$ cat src/rtl/program_loader.sv
// program_loader: writer side of the 32 x 13-bit program memory.
// Accepts a framed byte stream (header N, then N {hi, lo} byte pairs),
// packs each pair into a {5-bit opcode, 8-bit operand} word and writes
// it with a single-cycle strobe. The core is held off the instruction
// bus while a load is running.
// Optional feature macro: LOADER_CHECKSUM_EN. When defined, a trailing
// checksum byte (8-bit sum of header and data bytes) must match or the
// load ends in ERR. When undefined there is no checksum byte and no sum
// register.
module program_loader #(
  parameter int ADDR_W = 5,
  parameter int INS_W  = 13,
  parameter int DEPTH  = 32
) (
  input  logic              clk,
  input  logic              rst_n,
  input  logic              start,
  input  logic [7:0]        byte_in,
  input  logic              byte_valid,
  output logic              byte_ready,
  output logic [ADDR_W-1:0] mem_addr,
  output logic [INS_W-1:0]  mem_data,
  output logic              mem_we,
  output logic              cpu_hold,
  output logic              done,
  output logic              err,
  output logic [ADDR_W:0]   loaded_count
);

  localparam int OPC_W = INS_W - 8;
  localparam logic [ADDR_W:0] CNT_ONE = (ADDR_W+1)'(1);

`ifdef LOADER_CHECKSUM_EN
  typedef enum logic [2:0] {
    IDLE, HDR, HI, LO, WR, CHK, DONE, ERR
  } loaderState_e;
`else
  typedef enum logic [2:0] {
    IDLE, HDR, HI, LO, WR, DONE, ERR
  } loaderState_e;
`endif

  loaderState_e        state_q;
  logic [ADDR_W:0]     wordCount_q;
  logic [ADDR_W:0]     loadCount_q;
  logic [OPC_W-1:0]    opcode_q;
  logic [ADDR_W-1:0]   memAddr_q;
  logic [INS_W-1:0]    memData_q;
  logic                memWe_q;
  logic                cpuHold_q;
  logic                done_q;
  logic                err_q;
`ifdef LOADER_CHECKSUM_EN
  logic [7:0]          sum_q;
`endif

  logic                accept_d;
  logic [ADDR_W:0]     countInc_d;
  logic                headerBad_d;
  logic                hiBad_d;
  logic                lastWord_d;
  logic                canStart_d;

  // Ready is a pure function of state so the source sees it in the same cycle.
  always_comb begin
    byte_ready = 1'b0;
    case (state_q)
      HDR, HI, LO: byte_ready = 1'b1;
`ifdef LOADER_CHECKSUM_EN
      CHK:         byte_ready = 1'b1;
`endif
      default:     byte_ready = 1'b0;
    endcase
  end

  // Handshake and frame-decode helpers shared by the state machine.
  always_comb begin
    accept_d    = byte_valid && byte_ready;
    countInc_d  = loadCount_q + CNT_ONE;
    headerBad_d = (byte_in == 8'd0) || (int'(byte_in) > DEPTH);
    hiBad_d     = |byte_in[7:OPC_W];
    lastWord_d  = (countInc_d == wordCount_q);
    canStart_d  = start && ((state_q == IDLE) || (state_q == DONE) || (state_q == ERR));
  end

  // Loader state machine with all outputs registered; reset wins over start.
  always_ff @(posedge clk) begin
    if (!rst_n) begin
      state_q     <= IDLE;
      wordCount_q <= '0;
      loadCount_q <= '0;
      opcode_q    <= '0;
      memAddr_q   <= '0;
      memData_q   <= '0;
      memWe_q     <= 1'b0;
      cpuHold_q   <= 1'b0;
      done_q      <= 1'b0;
      err_q       <= 1'b0;
`ifdef LOADER_CHECKSUM_EN
      sum_q       <= '0;
`endif
    end else begin
      memWe_q <= 1'b0;
      if (canStart_d) begin
        state_q     <= HDR;
        done_q      <= 1'b0;
        err_q       <= 1'b0;
        loadCount_q <= '0;
        cpuHold_q   <= 1'b1;
`ifdef LOADER_CHECKSUM_EN
        sum_q       <= '0;
`endif
      end else begin
        case (state_q)
          HDR: begin
            if (accept_d) begin
`ifdef LOADER_CHECKSUM_EN
              sum_q <= sum_q + byte_in;
`endif
              if (headerBad_d) begin
                state_q <= ERR;
                err_q   <= 1'b1;
              end else begin
                wordCount_q <= (ADDR_W+1)'(byte_in);
                state_q     <= HI;
              end
            end
          end
          HI: begin
            if (accept_d) begin
`ifdef LOADER_CHECKSUM_EN
              sum_q <= sum_q + byte_in;
`endif
              if (hiBad_d) begin
                state_q <= ERR;
                err_q   <= 1'b1;
              end else begin
                opcode_q <= byte_in[OPC_W-1:0];
                state_q  <= LO;
              end
            end
          end
          LO: begin
            if (accept_d) begin
`ifdef LOADER_CHECKSUM_EN
              sum_q <= sum_q + byte_in;
`endif
              memAddr_q <= loadCount_q[ADDR_W-1:0];
              memData_q <= INS_W'({opcode_q, byte_in});
              memWe_q   <= 1'b1;
              state_q   <= WR;
            end
          end
          WR: begin
            loadCount_q <= countInc_d;
            if (lastWord_d) begin
`ifdef LOADER_CHECKSUM_EN
              state_q <= CHK;
`else
              state_q   <= DONE;
              done_q    <= 1'b1;
              cpuHold_q <= 1'b0;
`endif
            end else begin
              state_q <= HI;
            end
          end
`ifdef LOADER_CHECKSUM_EN
          CHK: begin
            if (accept_d) begin
              if (byte_in == sum_q) begin
                state_q   <= DONE;
                done_q    <= 1'b1;
                cpuHold_q <= 1'b0;
              end else begin
                state_q <= ERR;
                err_q   <= 1'b1;
              end
            end
          end
`endif
          IDLE, DONE, ERR: begin
            state_q <= state_q;
          end
          default: begin
            state_q <= IDLE;
          end
        endcase
      end
    end
  end

  assign mem_addr     = memAddr_q;
  assign mem_data     = memData_q;
  assign mem_we       = memWe_q;
  assign cpu_hold     = cpuHold_q;
  assign done         = done_q;
  assign err          = err_q;
  assign loaded_count = loadCount_q;

endmodule

$ cat config.mk
export PLATFORM = sky130hd
export DESIGN_NAME = program_loader
export DESIGN_NICKNAME = d
export VERILOG_FILES = /design/src/rtl/program_loader.sv
export SDC_FILE = /design/constraint.sdc
export NUM_CORES = 1
export LEC_CHECK = 0
export CORE_MARGIN = 4
export CORE_UTILIZATION = 40
export DETAILED_ROUTE_END_ITERATION = 16
export GPL_TIMING_DRIVEN = 0
export PLACE_DENSITY = 0.77
export SYNTH_ARGS = -nofsm -noshare
export SYNTH_HDL_FRONTEND = slang
export SYNTH_SLANG_ARGS = --single-unit
export TNS_END_PERCENT = 1
$ cat constraint.sdc
create_clock -name clk -period 2 [get_ports clk]
set_clock_uncertainty 0.05 [all_clocks]
set_input_delay 0.3 -clock clk [delete_from_list [all_inputs] [get_ports clk]]
set_output_delay 0.3 -clock clk [all_outputs]
set_load 0.1 [all_outputs]
Word level (Yosys, flattened, before mapping)
Cells that the tools add are included.
{ "word_totals": {"register_bits": 42, "out_inout_bits": 29, "word_cells": 76} }
{ "op_classes": {"addsub": 1, "magnitude_cmp": 1, "n_eq_ne": 16, "mux": 18, "bitwise": 6, "n_reduce_logical": 23} }
{ "op_table": {"columns": ["cell", "count"], "rows": [
  ["2-to-1 mux 3 bit", 6],
  ["AND reduction 4 bit", 4],
  ["one-hot mux 3 bit (5 select lines)", 1],
  ["inequality test 2 bit, second input constant", 6],
  ["OR reduction 3 bit", 4],
  ["2-to-1 mux 1 bit", 10],
  ["== test 3 bit, second input constant", 3],
  ["inequality test 3 bit, second input constant", 3],
  ["> comparator 8 x 6 -> 1 bit, second input constant", 1],
  ["logical NOT 8 bit", 1],
  ["adder 6 x 1 -> 6 bit, second input constant", 1],
  ["== test 3 x 2 -> 1 bit, second input constant", 2],
  ["== test 6 bit", 1],
  ["inverter 1 bit", 6],
  ["nonzero test 2 bit", 3],
  ["AND reduction 5 bit", 1],
  ["AND reduction 2 bit", 2],
  ["== test 3 x 1 -> 1 bit, second input constant", 1],
  ["logical NOT 3 bit", 1],
  ["logical OR 1 bit", 3],
  ["AND reduction 3 bit", 1],
  ["logical AND 1 bit", 2],
  ["one-hot mux 1 bit (2 select lines)", 1],
  ["OR reduction 2 bit", 1]
]} }

Depth between registers and ports, before layout
Gate-level depths: netlist (run 1).
{ "depth": {"ltp_word": 7, "mapped_depth": 7, "ltp_nobuf": 6} }

Least setup slack after synthesis (run 1)
Ideal clock, no wire load.
{ "synth_timing": {"path_kind": "reg-to-reg", "startpoint": "reg loadCount_q[0], in the netlist loaded_count[0]", "endpoint": "reg state_q[2]", "setup_ns": 0.086, "arrival_time_ns": 2.398, "required_ns": 1.864, "setup_slack_ns": -0.535, "stages_incl_launch_ff": 7, "cell_sequence": "dfxtp_1 > ha_1 > or3b_1 > a211o_1 > nand3_1 > nand4_1 > a221oi_2"} }
{ "synth_between": {"elab_chain_len": 4} }
{ "synth_rtl": {"columns": ["element", "line_no", "text"], "rows": [
  ["start: declaration", "45", "logic [ADDR_W:0] loadCount_q;"],
  ["start signal: assignment", "155", "loadCount_q <= countInc_d;"],
  ["adder 6 x 1 -> 6 bit", "79", "countInc_d = loadCount_q + CNT_ONE;"],
  ["== test 6 bit", "82", "lastWord_d = (countInc_d == wordCount_q);"],
  ["2-to-1 mux 3 bit", "156", "if (lastWord_d) begin"],
  ["one-hot mux 3 bit (5 select lines)", "114", "case (state_q)"],
  ["end signal: assignment", "183", "state_q <= state_q;"],
  ["end: declaration", "43", "loaderState_e state_q;"]
]} }
No other way between the ends.
A chain may end at the register's enable or synchronous reset.

Worst setup path in the final report (run 1)
{ "layout_timing": {"startpoint": "reg loadCount_q[2], in the netlist loaded_count[2]", "endpoint": "out loaded_count[2]"} }
{ "layout_lines": {"columns": ["element", "line_no", "text"], "rows": [
  ["end: declaration", "27", "output logic [ADDR_W:0] loaded_count"]
]} }
No word-level cell between the ends.

==> results of run 1 <==
worst paths after layout:
check / to / depth (start not counted) / from
worst min register to register: err / 2 / err
worst max-delay path: loaded_count[2] / 1 / loaded_count[2]
worst max register to register: state_q[2] / 6 / loaded_count[0]
worst min-delay path: wordCount_q[0] / 3 / byte_in[0]
cell usage in the layout, fill, tap and decap left out, types with 2 or more instances in the layout:
master           netlist  routed
nand2_1               48      48
dfxtp_1               42      37
dlygate4sd2_1          0      28
a21boi_0              18      18
nor2_1                10      10
nand3_1               11      10
o21ai_0               11      10
clkdlybuf4s50_1        0       9
nor2b_1                8       8
clkbuf_1               7       7
xnor2_1                7       7
a21oi_1                7       7
buf_2                  5       6
mux2i_1                5       5
clkbuf_8               0       5
nand4_1                4       4
and3_1                 4       4
xor2_1                 4       4
or3_1                  3       3
inv_1                  3       3
dfxtp_2                0       3
buf_6                  2       2
nand2b_1               2       2
o21a_1                 2       2
o2bb2ai_1              2       2
nor3b_1                2       2
dlymetal6s2s_1         0       2
dfxtp_4                0       2
state kept, by name, summed over array words and instances, names as in the netlist:
signal        count
mem_data         13
loaded_count      6
wordCount_q       6
mem_addr          5
opcode_q          5
state_q           3
cpu_hold          1
done              1
err               1
mem_we            1
cells in the mapped netlist:
library cell	count	area, sq um
nor2_1	10	37.5
nand2_1	48	180
and3_1	4	25.0
a21boi_0	18	135
a311o_1	1	10.0
and2_1	1	6.26
buf_2	5	25.0
nor3_1	1	5.00
o221ai_1	1	8.76
and2_0	1	6.26
or4b_1	1	10.0
a22o_1	1	8.76
nand2b_1	2	12.5
mux2_2	1	11.3
a21oi_1	7	35.0
nor3b_1	2	15.0
dfxtp_1	42	841
o2bb2ai_1	2	17.5
a211o_1	1	8.76
mux2i_1	5	50.1
or4_1	1	7.51
nand4_1	4	25.0
xnor2_1	7	61.3
nand3_1	11	55.1
o21a_1	2	15.0
a221oi_1	1	8.76
or3_1	3	18.8
ha_1	1	12.5
nand4b_1	1	8.76
a221oi_2	1	15.0
o21ai_0	11	55.1
inv_1	3	11.3
clkbuf_1	7	26.3
nor2b_1	8	50.1
or3b_1	1	8.76
o21ba_2	1	10.0
buf_6	2	22.5
nand3b_1	1	7.51
xor2_1	4	35.0
what timing repair did:
item,CTS,global route
hold endpoints to repair,0,0
buffers inserted,0,1
endpoints found under the setup margin,29,17
gates resized for setup,31,8
layer usage:
| layer | wire length [um] | GRT usage, % | vias to the layer above |
|---|---|---|---|
| met5 | 0 | 0 | - |
| met2 | 1830 | 22.6 | 40 |
| met3 | 307 | 6.21 | 8 |
| met1 | 2040 | 18.2 | 757 |
| met4 | 72 | 6.41 | 0 |
| li1 | - | - | 859 |
power groups by stage:
stage	combinational, mW	sequential, mW	clock, mW
after global placement	0.199	0.872	0
after CTS	0.198	0.852	0.693
final	0.197	0.853	0.670
after global routing	0.212	0.854	0.725
after detailed placement	0.201	0.872	0
after floorplan	0.101	0.907	0
through the flow:
| step | TNS, ns | cells |
|---|---|---|
| 2_1_floorplan | -0.0991 | 224 |
| 3_3_place_gp | -5.21 | 316 |
| 3_5_place_dp | -6.21 | 316 |
| 4_1_cts | 0 | 324 |
| 5_1_grt | 0 | 325 |
| 6_report | 0 | 325 |
final cells by class:
type / count / area share (%)
Clock buffer: 6 / 2.94
Timing Repair Buffer: 41 / 15.1
Sequential cell: 42 / 34.5
Inverter: 3 / 0.456
Multi-Input combinational cell: 165 / 39.9
Buffer: 14 / 2.99
Tap cell: 52 / 2.63
Clock inverter: 2 / 1.52
cells by family (layout without fill, tap and decap cells):
kind of cell	after synthesis	count (layout)	share of synthesized area [%]
muxes	6	6	3.22
buffers and inverters	17	66	4.47
AOI/OAI and AO/OA	47	47	17.2
xor gates and xnor gates	11	11	5.06
DFF	42	42	44.2
and+or+nand+nor	100	100	25.2
adders and majority gates	1	1	0.657
==> out/qor.csv, run 1 <==
stage;metric;value;unit
power;finalPower;1.72;mW
floorplanning;ios;41;
drt;first_pass_iters;4;
global_route;grt_antenna_before_repair;0;
sta;relSlewSlack;35.0;%
drt;vias;1664;
clocking;numClockSinks;42;
drt;wl;4250;um
sta;period_share;96.6;%
critical_path;crit_type;flip-flop to output port;
critical_path;crit_required;1.65;ns
sta;fmax;0.518;GHz
power;cellLeakagePower;1.05;nW
global_route;track_usage;14.8;%
sta;worst_slack;0.0687;ns
power;ir_drop;0.483;mV
sta;hold_violations;0;
yosys;synth_fp_nets;237;
power;p_comb_share;11.5;%
critical_path;endpoint_kind;output port;
clocking;clk_latency;0.30;ns
power;p_switching;0.438;mW
global_route;grt_pass1_vias;1517;
yosys;yosysWarnings;0;
placed_design;dp_hpwl;3150;um
floorplanning;dieWidth;77.0;um
cells_and_area;finalInstanceArea;2470;sq um
clocking;cts-hold-fix-buffers;0;
clocking;clk_pin_slew;0.08;ns
drt;vias_per_cell;5.12;
critical_path;path_cells;dlygate4sd2_1;
cells_and_area;fillers;428;
outcome;status;finished, final reports clean;
cells_and_area;drive_above_1_share;9.52;%
critical_path;crit_fanout;8;
floorplanning;start_util;42.5;%
sta;fin_crit;1.93;ns
sta;tightest_slew;0.980;ns
sta;slew_violations;0;
critical_path;worstPathArrival;1.58;ns
sta;grt_setup_unrepaired;no;
cells_and_area;syn2layout_area_growth;29.8;%
global_route;grt_max_degree;14;
clocking;clockBufferDepth;2;
clocking;cts_buffers;5;
cells_and_area;finalNetCount;285;
sta;whs;0.294;ns
cells_and_area;multi_input_area;986;sq um
hold_path;min_path_type;primary input to flip-flop;
cells_and_area;antenna_cells;0;
floorplanning;die_y;77.0;um
cells_and_area;utilization;55.2;%
sta;finalSetupViolCount;0;
floorplanning;die_area;5930;sq um
drt;ant_nets;0;
yosys;synth_seq_cells;42;
yosys;syn_avg_cell_area;8.50;sq um
placed_design;placed_area;2380;sq um
critical_path;crit_buf_inv;1;
power;internal_power;1.28;mW
critical_path;slowest_stage;dlygate4sd2_1;
clocking;cts_tree;built;
placed_design;pre_cts_ws;-0.295;ns
drt;drt_iter0_drc;103;
clocking;root_buffer;clkbuf_8;
placed_design;routabilityCongestion;0.812;
cells_and_area;seqCellArea;852;sq um
critical_path;path_delay_family;buffers and inverters;
power;clockPowerShare;39.0;%
drt;routedWlPerCell;13.1;um
critical_path;rrSetupSlack;0.12;ns
job;cap_violations;0;
power;p_sw_share;25.5;%
critical_path;max_stage_delay;0.88;ns
yosys;ys_seq_area_share;44.2;%
critical_path;startpoint_type;flip-flop;
yosys;synth.distinct_cells;39;
floorplanning;rows;24;
global_route;grt.overflow.total;0;
floorplanning;core_area;4470;sq um
clocking;htreeDepth;2;
power;powerDensity;696;nW/um^2
yosys;synthCells;224;
placed_design;portBuffers;40;
power;p_seq_share;49.6;%
yosys;syn-cell-area;1900;sq um
drt;drc;0;
global_route;grt_pass1_wl;7040;um
(Power assumes the default switching activity.)
==> run 2, diff against run 1 <==
ABC_CLOCK_PERIOD_IN_PS = 2000   (was unset)
==> results of run 2 <==
No change in the layout: final DEF, timing and power equal those of run 1.
